==> src/rtl/alu_issue_ctrl.sv <==
// alu_issue_ctrl
// ---------------------------------------------------------------------------
// Sequential front end for a 32-bit combinational ALU. The block accepts one
// request at a time from the control unit and registers the operands and
// opcode onto the ALU inputs. It holds those inputs stable for SETTLE_CYCLES
// edges, then captures the ALU result into a registered response. The
// response is held until the consumer takes it.
//
// Ports
//   CLK           clock, rising edge
//   RST           asynchronous reset, active low
//   req_valid     request present
//   req_ready     block can accept a request (IDLE only)
//   req_oprn      opcode (0x01..0x09 legal)
//   req_op1/op2   operands
//   alu_op1/op2   registered operands driven to the ALU
//   alu_oprn      registered opcode driven to the ALU
//   alu_result    combinational ALU result
//   rsp_valid     response available (HOLD only)
//   rsp_ready     consumer takes the response
//   rsp_result    captured result (0 for an illegal opcode)
//   rsp_zero      result is zero and the opcode was legal
//   rsp_err       opcode was outside 0x01..0x09
//   op_count      completed-response counter, wraps at 0xFFFF
// ---------------------------------------------------------------------------
module alu_issue_ctrl #(
  parameter int DATA_WIDTH    = 32,
  parameter int OPRN_WIDTH    = 6,
  parameter int SETTLE_CYCLES = 1   // legal range 1..15
) (
  input  logic                  CLK,
  input  logic                  RST,
  input  logic                  req_valid,
  output logic                  req_ready,
  input  logic [OPRN_WIDTH-1:0] req_oprn,
  input  logic [DATA_WIDTH-1:0] req_op1,
  input  logic [DATA_WIDTH-1:0] req_op2,
  output logic [DATA_WIDTH-1:0] alu_op1,
  output logic [DATA_WIDTH-1:0] alu_op2,
  output logic [OPRN_WIDTH-1:0] alu_oprn,
  input  logic [DATA_WIDTH-1:0] alu_result,
  output logic                  rsp_valid,
  input  logic                  rsp_ready,
  output logic [DATA_WIDTH-1:0] rsp_result,
  output logic                  rsp_zero,
  output logic                  rsp_err,
  output logic [15:0]           op_count
);

  typedef enum logic [1:0] {
    IDLE  = 2'd0,
    DRIVE = 2'd1,
    HOLD  = 2'd2
  } state_e;

  // The settle counter starts at SETTLE_CYCLES-1 so that the capture happens
  // exactly SETTLE_CYCLES edges after acceptance.
  localparam logic [3:0]            SETTLE_LOAD = 4'(SETTLE_CYCLES - 1);
  localparam logic [OPRN_WIDTH-1:0] OPRN_MAX    = OPRN_WIDTH'(9);

  state_e                  state_q,      state_d;
  logic [3:0]              cnt_q,        cnt_d;
  logic                    err_q,        err_d;
  logic [DATA_WIDTH-1:0]   alu_op1_q,    alu_op1_d;
  logic [DATA_WIDTH-1:0]   alu_op2_q,    alu_op2_d;
  logic [OPRN_WIDTH-1:0]   alu_oprn_q,   alu_oprn_d;
  logic [DATA_WIDTH-1:0]   rsp_result_q, rsp_result_d;
  logic                    rsp_zero_q,   rsp_zero_d;
  logic                    rsp_err_q,    rsp_err_d;
  logic [15:0]             op_count_q,   op_count_d;

  always_comb begin
    // NOTE: every signal gets its hold value first so that no path through
    // the case statement leaves one unassigned and infers a latch.
    state_d      = state_q;
    cnt_d        = cnt_q;
    err_d        = err_q;
    alu_op1_d    = alu_op1_q;
    alu_op2_d    = alu_op2_q;
    alu_oprn_d   = alu_oprn_q;
    rsp_result_d = rsp_result_q;
    rsp_zero_d   = rsp_zero_q;
    rsp_err_d    = rsp_err_q;
    op_count_d   = op_count_q;

    unique case (state_q)
      IDLE: begin
        if (req_valid) begin
          alu_op1_d  = req_op1;
          alu_op2_d  = req_op2;
          alu_oprn_d = req_oprn;
          cnt_d      = SETTLE_LOAD;
          err_d      = (req_oprn == '0) || (req_oprn > OPRN_MAX);
          state_d    = DRIVE;
        end
      end

      DRIVE: begin
        if (cnt_q == 4'd0) begin
          // An illegal opcode leaves the ALU on its default branch. Its output
          // is meaningless, so it is masked here and never reaches the response.
          rsp_result_d = err_q ? '0 : alu_result;
          rsp_err_d    = err_q;
          rsp_zero_d   = !err_q && (alu_result == '0);
          state_d      = HOLD;
        end else begin
          cnt_d = cnt_q - 4'd1;
        end
      end

      HOLD: begin
        if (rsp_ready) begin
          op_count_d = op_count_q + 16'd1;
          state_d    = IDLE;
        end
      end

      default: state_d = IDLE;
    endcase
  end

  always_ff @(posedge CLK or negedge RST) begin
    // NOTE: state registers use non-blocking assignments so that all flops
    // sample their _d values from the same pre-edge snapshot.
    if (!RST) begin
      state_q      <= IDLE;
      cnt_q        <= '0;
      err_q        <= 1'b0;
      alu_op1_q    <= '0;
      alu_op2_q    <= '0;
      alu_oprn_q   <= '0;
      rsp_result_q <= '0;
      rsp_zero_q   <= 1'b0;
      rsp_err_q    <= 1'b0;
      op_count_q   <= '0;
    end else begin
      state_q      <= state_d;
      cnt_q        <= cnt_d;
      err_q        <= err_d;
      alu_op1_q    <= alu_op1_d;
      alu_op2_q    <= alu_op2_d;
      alu_oprn_q   <= alu_oprn_d;
      rsp_result_q <= rsp_result_d;
      rsp_zero_q   <= rsp_zero_d;
      rsp_err_q    <= rsp_err_d;
      op_count_q   <= op_count_d;
    end
  end

  // Handshake outputs come from the state register only. This keeps
  // req_valid and rsp_ready off any combinational path to an output.
  assign req_ready  = (state_q == IDLE);
  assign rsp_valid  = (state_q == HOLD);
  assign alu_op1    = alu_op1_q;
  assign alu_op2    = alu_op2_q;
  assign alu_oprn   = alu_oprn_q;
  assign rsp_result = rsp_result_q;
  assign rsp_zero   = rsp_zero_q;
  assign rsp_err    = rsp_err_q;
  assign op_count   = op_count_q;

endmodule

==> config.mk <==
export PLATFORM = sky130hd
export DESIGN_NAME = alu_issue_ctrl
export DESIGN_NICKNAME = d
export VERILOG_FILES = /design/src/rtl/alu_issue_ctrl.sv
export SDC_FILE = /design/constraint.sdc
export NUM_CORES = 1
export LEC_CHECK = 0
export ABC_AREA = 1
export CORE_ASPECT_RATIO = 1.25
export CORE_MARGIN = 2
export CORE_UTILIZATION = 50
export DETAILED_ROUTE_END_ITERATION = 8
export DONT_BUFFER_PORTS = 1
export PLACE_DENSITY = 0.68
export SLEW_MARGIN = 10
export SYNTH_ARGS = -nofsm -noshare
export SYNTH_HDL_FRONTEND = slang
export SYNTH_SLANG_ARGS = --single-unit
==> constraint.sdc <==
create_clock -name CLK -period 2 [get_ports CLK]
set_input_delay 0.4 -clock CLK [delete_from_list [all_inputs] [get_ports CLK]]
set_output_delay 0.4 -clock CLK [all_outputs]
set_load 0.02 [all_outputs]
=== Word level (Yosys, flattened, before mapping) ===
Index checks and enable logic that the tools add are counted.

* Add/sub/neg operators: 2
* $lt $le $gt $ge: 1
* Equality and inequality tests: 6
* Multiplexer cells: 8
* Reduce and logical (&&, ||, !) cells: 13

{| class="wikitable"
|+ Operators by type and width
! operator !! count
|-
| $logic_not A32 Y1 || 1
|-
| $mux W32 || 1
|-
| $add A16 B1 Y16 const B || 1
|-
| $mux W4 || 2
|-
| $pmux W4 S2 || 1
|-
| $gt A6 B4 Y1 const B || 1
|-
| $logic_not A6 Y1 || 1
|-
| $mux W2 || 3
|-
| $ne A2 B2 Y1 const B || 3
|-
| $pmux W2 S3 || 1
|-
| $reduce_and A2 Y1 || 3
|-
| $reduce_and A3 Y1 || 2
|-
| $logic_not A4 Y1 || 1
|-
| $sub A4 B1 Y4 const B || 1
|-
| $eq A2 B1 Y1 const B || 1
|-
| $eq A2 B2 Y1 const B || 1
|-
| $logic_not A2 Y1 || 1
|-
| $ne A2 B1 Y1 const B || 1
|-
| $reduce_bool A2 Y1 || 1
|-
| $logic_and A1 B1 Y1 || 1
|-
| $logic_not A1 Y1 || 1
|-
| $logic_or A1 B1 Y1 || 1
|}

* Flip-flop bits (word level): 127
* Bits of input ports: 106
* Output and inout port bits: 122
* Logic and storage cells: 40

=== Longest topological paths before layout ===
* Depth after elaboration: 3
* Depth in mapped cells: 9
* Depth with buffers taken out: 8

=== Worst setup path before layout ===
No wires, ideal clock.

* Path kind: register to register
* Start point: reg state_q[1]
* End point: reg alu_op1_q[0], in the netlist alu_op1[0]
* Library setup time: 0.125 ns
* Arrival time: 1.281 ns
* Required time: 1.875 ns
* Setup slack: 0.594 ns
* Stages on the path, launching flop included: 5
* Path buffers: 1
* Period minus slack after synthesis: 1.406 ns
* Path through: dfrtp_1 nor2_4 nand2_4 buf_6 mux2_4

* Word-level cells in the longest chain between the ends: 2

{| class="wikitable"
|+ RTL lines
! what !! RTL line !! source
|-
| start, declared || 61 || <nowiki>state_e state_q, state_d;</nowiki>
|-
| start signal, assigned || 137 || <nowiki>state_q <= state_d;</nowiki>
|-
| $logic_not A2 Y1 || - ||
|-
| net req_ready || 34 || <nowiki>output logic req_ready,</nowiki>
|-
| $reduce_and A2 Y1 (no source line) || - ||
|-
| end signal, assigned || 140 || <nowiki>alu_op1_q <= alu_op1_d;</nowiki>
|-
| end, declared || 64 || <nowiki>logic [DATA_WIDTH-1:0] alu_op1_q, alu_op1_d;</nowiki>
|}

The timed path passes the listed nets, and every way through them passes these cells.
A chain may end at the register's enable or synchronous reset.

=== Worst setup path in the final report ===
* Start point: reg cnt_q[0]
* End point: reg state_q[1]

* Word-level cells in the longest chain between the ends: 3

{| class="wikitable"
|+ RTL lines
! what !! RTL line !! source
|-
| start, declared || 62 || <nowiki>logic [3:0] cnt_q, cnt_d;</nowiki>
|-
| start signal, assigned || 138 || <nowiki>cnt_q <= cnt_d;</nowiki>
|-
| $logic_not A4 Y1 || 99 || <nowiki>if (cnt_q == 4'd0) begin</nowiki>
|-
| $ne A2 B2 Y1 (no source line) || - ||
|-
| $reduce_and A3 Y1 (no source line) || - ||
|}

No other way between the ends.

==> flow_metrics.env <==
export IMPL_slowest_stage="inv_2"
export IMPL_yosysMostFrequentCell="nand2_1"
export IMPL_seq_area_frac_synth_pct=57.4
export IMPL_dp_worst_setup_slack_ns=0.307
export IMPL_grt_use_total_pct=19.2
export IMPL_hold_class="in -> async"
export IMPL_cts_sinks=127
export IMPL_synth_top_area_cell="dfrtp_1"
export IMPL_routed_wirelength_um=11400
export IMPL_crit_end="state_q[1]"
export IMPL_power_frac_seq_pct=50.2
export IMPL_initial_core_util_pct=51.9
export IMPL_cpPeakStageDelay_ns=0.44
export IMPL_clkPwrFrac_pct=29.5
export IMPL_synth_area_um2=5530
export IMPL_p_per_area_nw_per_um2=1870
export IMPL_clk_latency_ns=0.41
export IMPL_num_antenna_cells=0
export IMPL_cellInternalPower_uw=7350
export IMPL_hold_violations=127
export IMPL_vias=3322
export IMPL_total_power_uw=11700
export IMPL_gp_congestion=0.832
export IMPL_startpoint_type="register"
export IMPL_crit_type="reg -> reg"
export IMPL_finalSetupTns_ns=0
export IMPL_firstDrtPassIters=4
export IMPL_ir_drop_mv=0.851
export IMPL_max_slew_margin_pct=60.8
export IMPL_vias_per_cell=5.26
export IMPL_holdWs_ns=-0.319
export IMPL_finClkSkew_ns=0.0164
export IMPL_violations="negative hold slack"
export IMPL_globalRoute_totalOverflow=0
export IMPL_rows=42
export IMPL_synth_warnings=0
export IMPL_fmax_mhz=591
export IMPL_grt_max_degree=128
export IMPL_drc=0
export IMPL_post_route_min_period_ns=1.69
export IMPL_r2r_start="cnt_q[0]"
export IMPL_fin_nets=595
export IMPL_p_comb_share_pct=20.3
export IMPL_die_w_um=98.1
export IMPL_post_cts_buffers=0
export IMPL_period_share_pct=84.6
export IMPL_rsz0062_at_grt="no"
export IMPL_synth_cells=479
export IMPL_maxCapViolCount=0
export IMPL_tightest_slew_ns=0.588
export IMPL_synth_common_cells="nand2_1, dfrtp_1, mux2_4"
export IMPL_antenna_found_initial=0
export IMPL_clk_pin_slew_ns=0.06
export IMPL_ioPinCount=228
export IMPL_wl_per_cell_um=18.1
export IMPL_p_switching_uw=4350
export IMPL_crit_start="cnt_q[0]"
export IMPL_core_um2=10700
export IMPL_end_kind="register"
export IMPL_reg2reg_depth=6
export IMPL_path_max_fanout=34
export IMPL_synth_edf_count=0
export IMPL_fin_ws_ns=0.308
export IMPL_root_buffer="clkbuf_16"
export IMPL_reg2reg_slack_ns=0.31
export IMPL_synth_cell_type_count=25
export IMPL_critPathArrivalTime_ns=1.93
export IMPL_layout_drive_gt1_share_pct=23.0
export IMPL_power_share_switching_pct=37.2
export IMPL_ys_ff_latch=127
export IMPL_hpwlAfterDp_um=7990
export IMPL_dieArea_um2=11900
export IMPL_setup_viol=0
export IMPL_drtIter0Drc=145
export IMPL_grt_pass1_vias=3424
export IMPL_dieHeight_um=122
export IMPL_cts_tree="built"
export IMPL_avgSynthCellArea_um2=11.6
export IMPL_status="complete, but fails checks"
export IMPL_io_buffers=0
export IMPL_p_leak_uw=0.00313
export IMPL_crit_required_ns=2.23
export IMPL_synth_top_area_share_pct=57.4
export IMPL_synth_top_flop_cell="dfrtp_1"
export IMPL_crit_chain="inv_1, ha_1, nand3_1, nor2_4, inv_2, o21ai_0"
export IMPL_grt_pass1_wl_um=17900
export IMPL_r2r_end="state_q[1]"
export IMPL_clock_path_buffers=2
export IMPL_yosys_top_cells_area="dfrtp_1, mux2_4, nand2_1"
export IMPL_htree_levels=4
export IMPL_numCtsBuffers=17
export IMPL_antenna_left=0
export IMPL_area_growth_synth_to_final_pct=12.7
export IMPL_synth_nets=588
export IMPL_drv_slew=0
export IMPL_async_reset_ff_share_pct=100
export IMPL_cts_resized=0
[layer usage]
layer	vias up	wire, um	share of wire (%)	global-route usage, %
met3	12	1020	9.0	7.75
met2	141	5790	51	31.3
met1	1618	4440	39	23.2
li1	1551	-	-	-
met4	0	148	1.3	6.94
met5	-	0	0	0
[how the worst min path moves through the flow]
stage	startpoint	end	slack (ns)
3_5_place_dp	RST	alu_op1[29]	0.11
5_1_grt	RST	alu_op1[28]	-0.34
4_1_cts	RST	alu_op1[29]	-0.33
2_1_floorplan	RST	alu_op1[0]	0.10
3_3_place_gp	RST	alu_op1[29]	0.11
6_report	RST	alu_op1[28]	-0.32
[cell families (layout without fill, tap and decap cells)]
logic type / Yosys count / after routing / share of synthesized area [%]
simple gates: 215 / 215 / 16.7
flops: 127 / 127 / 57.4
mux: 64 / 64 / 17.0
buf+inv: 41 / 61 / 5.00
compound gates: 20 / 20 / 1.81
xor+xnor: 9 / 9 / 1.42
fa+ha+maj: 3 / 3 / 0.678
[power groups by stage]
stage               clock, uW  sequential [uW]  combinational (uW)
finish                   3450             5860                2380
global route             3610             6000                2630
CTS                      3500             5890                2410
detailed placement          0             5900                2400
global placement            0             5890                2270
floorplan                   0             5600                2230
[layout make-up]
class / count / area, um^2
clock buffer: 20 / 467
fill: 865 / 4430
multi-input combinational: 311 / 2080
inverter: 27 / 104
timing repair buffer: 2 / 40.0
tap: 132 / 165
sequential: 127 / 3180
clock inverter: 12 / 204
[sequential cells by signal, indices dropped and copies added, names as in the netlist]
register and cells:
cnt_q 4, alu_oprn 6, alu_op1 32, rsp_err 1, err_q 1, rsp_result 32, state_q 2, alu_op2 32
rsp_zero 1, op_count 16
[cells in the final DEF (no fill, tap or decap)]
master / netlist / layout
nor2_1: 39 / 39
nand3_4: 1 / 1
inv_4: 1 / 1
clkinv_4: 0 / 1
o21ai_0: 11 / 11
nand3_1: 10 / 10
clkbuf_8: 0 / 3
nand4_1: 7 / 7
clkbuf_16: 0 / 17
nor2_2: 1 / 1
mux2_2: 6 / 6
bufinv_16: 0 / 5
nor3_1: 3 / 3
inv_6: 0 / 2
clkinvlp_4: 0 / 3
nand2_1: 143 / 143
buf_12: 0 / 2
nand2_4: 2 / 2
nor2_4: 5 / 5
a21oi_1: 5 / 5
o21ai_1: 4 / 4
xor2_1: 3 / 3
inv_2: 3 / 3
mux2_4: 58 / 58
ha_1: 3 / 3
xnor2_1: 6 / 6
inv_1: 23 / 23
nand2_2: 3 / 3
clkinv_2: 0 / 1
dfrtp_1: 127 / 127
nand3_2: 1 / 1
[worst max-delay path: cells and delay by family (launching register included)]
kind,cells,cell delay [ns]
DFF,1,0.36
and+or+nand+nor,2,0.24
AOI/OAI and AO/OA,1,0.20
buffers and inverters,2,0.53
adders and majority gates,1,0.19
[stage by stage]
stage / util (%) / area (um^2) / std cells
detailed placement: 52.2 / 5570 / 599
global placement: 52.2 / 5570 / 599
floorplan: - / 5530 / 479
finish: 58.5 / 6240 / 631
global route: 58.5 / 6240 / 631
CTS: 58.5 / 6240 / 631
(Power assumes the default switching activity.)
